`src/rtl/reg_scoreboard_if.sv`:
```
// reg_scoreboard_if -- issue-side bundle between decode and the register scoreboard.
//   master : decode/pipeline control; drives freeze/flush and the decode-stage instruction
//            fields, and receives stall, forwarding selects and busy_vec.
//   slave  : the scoreboard; the mirror image of master.
interface reg_scoreboard_if;
  logic       freeze;
  logic       flush;
  logic       iss_valid;
  logic       iss_regWrite;
  logic       iss_isLoad;
  logic [2:0] iss_writeReg;
  logic [2:0] iss_rs;
  logic [2:0] iss_rt;
  logic       iss_rs_rd;
  logic       iss_rt_rd;
  logic       stall;
  logic [1:0] fwd_sel_A;
  logic [1:0] fwd_sel_B;
  logic [7:0] busy_vec;

  modport master (
    output freeze, flush, iss_valid, iss_regWrite, iss_isLoad,
           iss_writeReg, iss_rs, iss_rt, iss_rs_rd, iss_rt_rd,
    input  stall, fwd_sel_A, fwd_sel_B, busy_vec
  );

  modport slave (
    input  freeze, flush, iss_valid, iss_regWrite, iss_isLoad,
           iss_writeReg, iss_rs, iss_rt, iss_rs_rd, iss_rt_rd,
    output stall, fwd_sel_A, fwd_sel_B, busy_vec
  );
endinterface

```
`src/rtl/reg_scoreboard.sv`:
```
// reg_scoreboard -- tracks the youngest in-flight writer of each of 8 registers and
// derives load-use stall, operand forwarding selects and a busy vector for decode.
//   clk      : clock, rising edge
//   rst_n    : asynchronous active-low reset
//   sb       : reg_scoreboard_if.slave (freeze, flush, decode fields in; stall,
//              fwd_sel_A/B, busy_vec out)
// Per register: age 3 = producer in X, 2 = in M, 1 = in W, 0 = idle; plus a load flag.
// Forwarding select: 00 regfile, 01 XM aluOut, 10 MW result, 11 WB writeData latch.
// Build option: define SCB_WB_BYPASS_EN when the regfile does write-before-read, so a
// producer in W (age 1) is read from the regfile (00) instead of the WB latch (11).

// One register's tracking entry.
module scb_entry (
  input  logic       clk,
  input  logic       rst_n,
  input  logic       freeze_i,
  input  logic       cap_i,
  input  logic       cap_ld_i,
  output logic [1:0] age_o,
  output logic       ld_o
);
  logic [1:0] age_q, age_d;
  logic       ld_q,  ld_d;

  always_comb begin
    age_d = age_q;
    ld_d  = ld_q;
    if (!freeze_i) begin
      if (cap_i) begin
        // Youngest writer wins: any older in-flight entry is overwritten.
        age_d = 2'd3;
        ld_d  = cap_ld_i;
      end else if (age_q != 2'd0) begin
        age_d = age_q - 2'd1;
        if (age_q == 2'd1) ld_d = 1'b0;
      end
    end
  end

  always_ff @(posedge clk or negedge rst_n) begin
    if (!rst_n) begin
      age_q <= 2'd0;
      ld_q  <= 1'b0;
    end else begin
      age_q <= age_d;
      ld_q  <= ld_d;
    end
  end

  assign age_o = age_q;
  assign ld_o  = ld_q;
endmodule

module reg_scoreboard (
  input  logic             clk,
  input  logic             rst_n,
  reg_scoreboard_if.slave  sb
);
  localparam int NUM_REGS = 8;

`ifdef SCB_WB_BYPASS_EN
  localparam logic [1:0] SEL_AGE1 = 2'b00;
`else
  localparam logic [1:0] SEL_AGE1 = 2'b11;
`endif

  logic [NUM_REGS-1:0][1:0] age;
  logic [NUM_REGS-1:0]      ld;
  logic [NUM_REGS-1:0]      cap_vec;
  logic                     capture;
  logic                     ld_hit_rs, ld_hit_rt;

  // Load still in X with a dependent reader in decode: one bubble. Stall also blocks
  // the capture, so the held instruction is captured when it re-issues.
  assign ld_hit_rs = sb.iss_rs_rd && (age[sb.iss_rs] == 2'd3) && ld[sb.iss_rs];
  assign ld_hit_rt = sb.iss_rt_rd && (age[sb.iss_rt] == 2'd3) && ld[sb.iss_rt];
  assign sb.stall  = sb.iss_valid && (ld_hit_rs || ld_hit_rt);

  assign capture = sb.iss_valid && sb.iss_regWrite && !sb.stall && !sb.flush && !sb.freeze;

  genvar n;
  generate
    for (n = 0; n < NUM_REGS; n++) begin : g_ent
      assign cap_vec[n] = capture && (sb.iss_writeReg == 3'(n));

      scb_entry u_ent (
        .clk      (clk),
        .rst_n    (rst_n),
        .freeze_i (sb.freeze),
        .cap_i    (cap_vec[n]),
        .cap_ld_i (sb.iss_isLoad),
        .age_o    (age[n]),
        .ld_o     (ld[n])
      );

      assign sb.busy_vec[n] = (age[n] != 2'd0);
    end
  endgenerate

  // Selects come from pre-edge state, so a source equal to iss_writeReg sees the
  // previous writer, not the instruction being captured.
  function automatic logic [1:0] sel_for(input logic rd, input logic [1:0] a);
    logic [1:0] s;
    s = 2'b00;
    if (rd) begin
      case (a)
        2'd3:    s = 2'b01;
        2'd2:    s = 2'b10;
        2'd1:    s = SEL_AGE1;
        default: s = 2'b00;
      endcase
    end
    return s;
  endfunction

  assign sb.fwd_sel_A = sel_for(sb.iss_rs_rd, age[sb.iss_rs]);
  assign sb.fwd_sel_B = sel_for(sb.iss_rt_rd, age[sb.iss_rt]);
endmodule

```
`src/flat_wrapper.sv`:
```
// flat-port wrapper written by rule: the top's interface ports become plain ports
module reg_scoreboard_flat 
  (clk, rst_n, sb_freeze, sb_flush, sb_iss_valid, sb_iss_regWrite, sb_iss_isLoad, sb_iss_writeReg, sb_iss_rs, sb_iss_rt, sb_iss_rs_rd, sb_iss_rt_rd, sb_stall, sb_fwd_sel_A, sb_fwd_sel_B, sb_busy_vec);
  reg_scoreboard_if sb_i ();
  input  logic clk;
  input  logic rst_n;
  input wire logic [$bits(sb_i.freeze)-1:0] sb_freeze;
  input wire logic [$bits(sb_i.flush)-1:0] sb_flush;
  input wire logic [$bits(sb_i.iss_valid)-1:0] sb_iss_valid;
  input wire logic [$bits(sb_i.iss_regWrite)-1:0] sb_iss_regWrite;
  input wire logic [$bits(sb_i.iss_isLoad)-1:0] sb_iss_isLoad;
  input wire logic [$bits(sb_i.iss_writeReg)-1:0] sb_iss_writeReg;
  input wire logic [$bits(sb_i.iss_rs)-1:0] sb_iss_rs;
  input wire logic [$bits(sb_i.iss_rt)-1:0] sb_iss_rt;
  input wire logic [$bits(sb_i.iss_rs_rd)-1:0] sb_iss_rs_rd;
  input wire logic [$bits(sb_i.iss_rt_rd)-1:0] sb_iss_rt_rd;
  output wire logic [$bits(sb_i.stall)-1:0] sb_stall;
  output wire logic [$bits(sb_i.fwd_sel_A)-1:0] sb_fwd_sel_A;
  output wire logic [$bits(sb_i.fwd_sel_B)-1:0] sb_fwd_sel_B;
  output wire logic [$bits(sb_i.busy_vec)-1:0] sb_busy_vec;
  assign sb_i.freeze = sb_freeze;
  assign sb_i.flush = sb_flush;
  assign sb_i.iss_valid = sb_iss_valid;
  assign sb_i.iss_regWrite = sb_iss_regWrite;
  assign sb_i.iss_isLoad = sb_iss_isLoad;
  assign sb_i.iss_writeReg = sb_iss_writeReg;
  assign sb_i.iss_rs = sb_iss_rs;
  assign sb_i.iss_rt = sb_iss_rt;
  assign sb_i.iss_rs_rd = sb_iss_rs_rd;
  assign sb_i.iss_rt_rd = sb_iss_rt_rd;
  assign sb_stall = sb_i.stall;
  assign sb_fwd_sel_A = sb_i.fwd_sel_A;
  assign sb_fwd_sel_B = sb_i.fwd_sel_B;
  assign sb_busy_vec = sb_i.busy_vec;
  reg_scoreboard u_core (.clk(clk), .rst_n(rst_n), .sb(sb_i));
endmodule
```
`config.mk`:
```
export PLATFORM = sky130hd
export DESIGN_NAME = reg_scoreboard_flat
export DESIGN_NICKNAME = d
export VERILOG_FILES = /design/src/rtl/reg_scoreboard_if.sv /design/src/rtl/reg_scoreboard.sv /design/src/flat_wrapper.sv
export SDC_FILE = /design/constraint.sdc
export NUM_CORES = 1
export LEC_CHECK = 0
export ABC_AREA = 1
export CAP_MARGIN = 30
export CELL_PAD_IN_SITES_DETAIL_PLACEMENT = 1
export CELL_PAD_IN_SITES_GLOBAL_PLACEMENT = 1
export CORE_MARGIN = 3
export CORE_UTILIZATION = 41
export CTS_CLUSTER_DIAMETER = 150
export DETAILED_ROUTE_END_ITERATION = 10
export PLACE_DENSITY_LB_ADDON = 0.1
export SKIP_LAST_GASP = 1
export SYNTH_ARGS = -nofsm -noshare
export SYNTH_HDL_FRONTEND = slang
export SYNTH_SLANG_ARGS = --single-unit
```
`constraint.sdc`:
```
create_clock -name clk -period 3 [get_ports clk]
set_clock_uncertainty 0.05 [all_clocks]
set_input_delay 0.45 -clock clk [delete_from_list [all_inputs] [get_ports clk]]
set_output_delay 0.45 -clock clk [all_outputs]
set_load 0.005 [all_outputs]
```
==> results of run 1 <==
-- stage by stage --
stage | hold WS (ns) | power, uW | utilization (%) | cell area [sq um] | setup TNS [ns]
floorplan | 0.104 | 1220 | - | 2110 | 0
global placement | 0.409 | 1600 | 53.8 | 2610 | -0.150
detailed placement | 0.425 | 1650 | 53.8 | 2610 | -0.209
CTS | 0.447 | 1860 | 54.7 | 2650 | 0
global route | 0.474 | 2080 | 54.8 | 2660 | 0
finish | 0.436 | 1840 | 54.8 | 2660 | 0
-- sequential cells by signal, summed over array words and instances, names as in the netlist --
register / flops
u_core.g_ent.u_ent.ld_o: 8
u_core.g_ent.u_ent.age_o: 16
-- layer usage --
layer	wire length, um	vias up	global-route usage [%]
met3	193	11	2.90
met1	2970	1057	28.3
met2	3000	40	40.6
li1	-	1125	-
met4	115	0	6.94
met5	0	-	0
-- power groups by stage --
stage	clock network, uW	logic (uW)	registers (uW)
after floorplan	0	684	538
after global routing	218	1260	599
final	198	1060	582
after detailed placement	0	1060	588
after global placement	0	1020	584
after CTS	204	1070	581
-- what timing repair did --
action | CTS | global route
hold buffers | 0 | 0
buffers inserted | 0 | 0
pin swaps | 0 | 0
endpoints found under the setup margin | 3 | 2
resized for setup | 6 | 4
-- worst min-delay path, cell delays in order, from the launching register on --
cell     delay, ns
dfrtp_1       0.35
nand2_1       0.05
nand2_1       0.05
-- cells in the mapped netlist, drive strengths merged --
master	count
clkinv	1
a21oi	14
ha	18
nand4	8
nand3	32
nand2	125
a31oi	3
dfrtp	24
nor3	1
nor2	14
o211ai	1
a221oi	2
clkbuf	2
o21ai	22
a21boi	2
inv	50
buf	5
-- cells by family after synthesis --
kind of cell | synth area share (%)
and+or+nand+nor | 38.2
adders and majority gates | 10.7
DFF | 28.4
buffers and inverters | 11.4
AOI/OAI and AO/OA | 11.3
-- layout make-up --
class | instances | area, sq um | area share (%)
Multi-Input combinational cell | 242 | 1280 | 48.0
Sequential cell | 24 | 601 | 22.6
Timing Repair Buffer | 51 | 462 | 17.4
Inverter | 51 | 194 | 7.30
Tap cell | 67 | 83.8 | 3.15
Clock buffer | 3 | 41.3 | 1.55
-- worst paths after layout --
check	from	end	slack [ns]	cells after the start
setup / recovery	sb_iss_rt[1]	sb_fwd_sel_B[1]	0.13	9
hold / removal	u_core.g_ent[6].u_ent.age_o[1]$_DFFE_PN0P_	u_core.g_ent[6].u_ent.age_o[1]$_DFFE_PN0P_	0.44	2
setup reg to reg	u_core.g_ent[4].u_ent.age_o[1]$_DFFE_PN0P_	u_core.g_ent[6].u_ent.ld_o$_DFFE_PN0P_	0.57	14
hold reg to reg	u_core.g_ent[6].u_ent.age_o[1]$_DFFE_PN0P_	u_core.g_ent[6].u_ent.age_o[1]$_DFFE_PN0P_	0.44	2
max in group asynchronous	rst_n	u_core.g_ent[7].u_ent.ld_o$_DFFE_PN0P_	2.15	2
min in group asynchronous	rst_n	u_core.g_ent[3].u_ent.age_o[0]$_DFFE_PN0P_	0.49	2
==> results.toml, run 1 <==
[logic_synthesis]
yosysTopAreaCellShare_pct = 28.4
synth_area_per_cell_sq_um = 6.52
yosysTopAreaCell = "dfrtp_1"
ys_seq_area_share_pct = 28.4
syn_nets = 360
ys_ff_latch = 24
yosys.cell_types.count = 29
netlist_area_sq_um = 2110
yosysWarnings = 0
synth_top_cells_by_area = "dfrtp_1, nand2_1, ha_1"
syn_inst = 324

[finish]
area_growth_pct = 25.8
finalNonFillerCells = 438
final_nets = 409
num_antenna_cells = 0
fill_cells = 664
final_common_cell = "nand2_1"
final_cell_mix = "nand2_1, inv_1, nand3_1"
drive_gt1_share_pct = 11.3

[power_and_ir_drop]
ir_drop_uv = 427
p_comb_share_pct = 57.5
p_int_uw = 1010
powerDensity_nw_per_um2 = 691
p_seq_share_pct = 31.7
swShare_pct = 44.7
power.switching_uw = 822
clockPowerShare_pct = 10.8
leakage_uw = 0.00149

[floorplanning]
coreArea_sq_um = 4850
die_x_um = 77.8
rows = 25
initial_core_util_pct = 43.6
die_area_sq_um = 6050
ios = 31
die_h_um = 77.8

[placed_design]
dp.cells = 435
dp_slack_ns = -0.190
place.gp.congestion = 0.862
dp_hpwl_um = 4940
io_buffers = 30

[global_routing]
antenna_found_initial = 0
grt_max_degree = 27
grt_pass1_vias = 2389
grt_use_total_pct = 22.8
grt-ovfl-total = 0
grt_pass1_wl_um = 11000

[clocking]
h-tree-depth = 1
cts_tree = "yes"
cts.sinks = 24
clockBufferDepth = 2
clock_latency_ns = 0.27
root_buffer = "clkbuf_8"
path_clk_slew_ns = 0.09
cts_made_buffers = 3

[sta]
drv_slew = 0
rsz0062_at_grt = "no"
min_period_over_period_pct = 95.6
setup_ws_ns = 0.133
max_slew.worst_pin.slew_ns = 0.357
min_period_ns = 2.87
hold_viol_final = 0
max_freq_mhz = 349
relSlewSlack_pct = 76.1
finalSetupViolCount = 0

[critical_path]
worst_ep_required_time_ns = 2.50
cp.arrival_ns = 2.37
critPathCaptureType = "primary output"
cp_max_fo = 7
crit_slowest_cell = "clkdlybuf4s50_1"
crit_top_cell = "clkdlybuf4s50_1"
crit_buf_inv = 4
crit_chain = "clkdlybuf4s50_1, inv_2, a21oi_1, a221oi_1, a31oi_1, ha_1, nand2_1, inv_1, clkdlybuf4s50_1"
slowest_delay_ns = 0.49
cpLargestDelayFamily = "buffers and inverters"
critPathKind = "input pin to primary output"
crit_path_start_kind = "input pin"

[route]
routed_wl_um = 6270
post_drt_wl_per_cell_um = 14.3
ant_nets = 0
dr.pass1.iters = 4
num_vias = 2233
drtIter0Drc = 108
avgViaCountPerCell = 5.10
drc = 0

[flow_run]
cap_violations = 0

[min_path]
hp-class = "register to register"

[run_status]
status = "complete, no violations"
Note: power is estimated with default switching activity, not from simulation.
==> inputs of run 2 (changes only) <==
- CTS_CLUSTER_SIZE: default -> 25
==> results of run 2 <==
The final DEF is identical to that of run 1; final timing and power are the same.
==> patch: new RTL, settings of run 1 <==
The option `SCB_WB_BYPASS_EN` is turned on by a define.
--- a/src/rtl/reg_scoreboard.sv
+++ b/src/rtl/reg_scoreboard.sv
@@ -10,6 +10,8 @@
 // producer in W (age 1) is read from the regfile (00) instead of the WB latch (11).
 
 // One register's tracking entry.
+`define SCB_WB_BYPASS_EN
+
 module scb_entry (
   input  logic       clk,
   input  logic       rst_n,
Function: changed (Yosys sat finds a counterexample within 4 cycles, from zero or initial values and one cycle with rst_n low).
==> patch against run 1 <==
  * Cell area rose by 1.6%
  * Synthesized area rose by 4.1%
  * Largest cell class unchanged
  * Register-to-register slack improved by 0.44 ns
  * Fmax rose by 0.55%
  * Largest power group unchanged
  * Worst setup slack improved by 0.016 ns
  * Global-route usage rose by 0.62 points
  * Routed wire length rose by 6.3%
  * Sequential cell count did not move
  * Total power rose by 3.5%
  * Highest routed layer unchanged
==> patch: results <==
export IMPL_outcome="finished, final reports clean"
export IMPL_cp_startpoint="sb_iss_rs[0]"
export IMPL_nMultiInputCombCells=245
export IMPL_via_per_inst=5.04
export IMPL_postSynthCellCount=328
export IMPL_syn_nets=362
export IMPL_dr_first_iter_drc_count=86
export IMPL_ff2ff_path_depth=13
export IMPL_final_cells=439
export IMPL_leakage_nw=1.56
export IMPL_dpl_cell_area_um2=2650
export IMPL_holdWs_ns=0.440
export IMPL_buf_share_pct=15.8
export IMPL_fin_util_pct=52.6
export IMPL_track_usage_pct=23.4
export IMPL_dieArea_um2=6280
export IMPL_ctsResizeCount=1
export IMPL_yosysSeqAreaShare_pct=27.3
export IMPL_fill_cells=711
export IMPL_r2r_setup_slack_ns=1.01
export IMPL_multiInputGateArea_um2=1350
export IMPL_routedWlPerCell_um=15.2
export IMPL_synth_xor_xnor_area_share_pct=0
export IMPL_pre_cts_slack_ns=-0.0258
export IMPL_crit_path_max_incr_delay_ns=0.52
export IMPL_fin_nets=405
export IMPL_seq_share_pct=22.2
export IMPL_yosys_area_share_adder_pct=9.10
export IMPL_wl_met3_um=152
export IMPL_met1Wirelength_mm=3.12
export IMPL_grt_pass1_vias=2417
export IMPL_drive_gt1_share_pct=15.7
export IMPL_crit_fanout=11
export IMPL_period_share_pct=95.0
export IMPL_gp_congestion=0.873
export IMPL_dp_hpwl_mm=5.48
export IMPL_ys_top_cells_by_area="dfrtp_1, nand2_1, ha_1"
export IMPL_clk_pin_slew_ns=0.09
export IMPL_worstPathArrival_ns=2.35
export IMPL_synth_compound_area_share_pct=8.53
export IMPL_grt_first_pass_wirelength_mm=11.5
export IMPL_cp_buffers_inverters=5
export IMPL_clock_area_share_pct=1.53
export IMPL_timing_rr_start="u_core.g_ent[3].u_ent.age_o[0]"
export IMPL_wl_met2_mm=3.27
export IMPL_netlist_top_cells_count="nand2_1, inv_1, nand3_1"
export IMPL_rr_endpoint="u_core.g_ent[5].u_ent.age_o[0]"
export IMPL_maxSlewHeadroom_pct=77.2
[patch: changes by cell type in the layout (fill, tap and decap cells not counted), sizes merged, moves of 2 or more]
cell,before,now
a21boi,2,0
ha,18,16
nor2,14,22
a31oi,3,0
o211ai,1,5
a21oi,14,7
dlymetal6s2s,0,2
nand3,32,40
a221oi,2,0
buf,21,16
dlygate4sd2,3,1
[patch: layer usage]
layer / GRT usage, % / up-vias
met1: 30.0 / 1056
met4: 7.56 / 0
li1: - / 1116
met5: 0 / -
met3: 1.81 / 8
met2: 41.3 / 32
[patch: kinds of logic (layout without fill, tap and decap cells)]
group,Yosys count,after routing
AND/OR/NAND/NOR,196,196
buffers and inverters,59,100
AO/OA/AOI/OAI,33,33
flip-flops,24,24
adder cells (fa/ha/maj),16,16
[patch: power by group]
group,internal (mW),switching (mW)
sequential,0.449,0.136
combinational,0.476,0.637
clock,0.0901,0.111
total,1.02,0.884
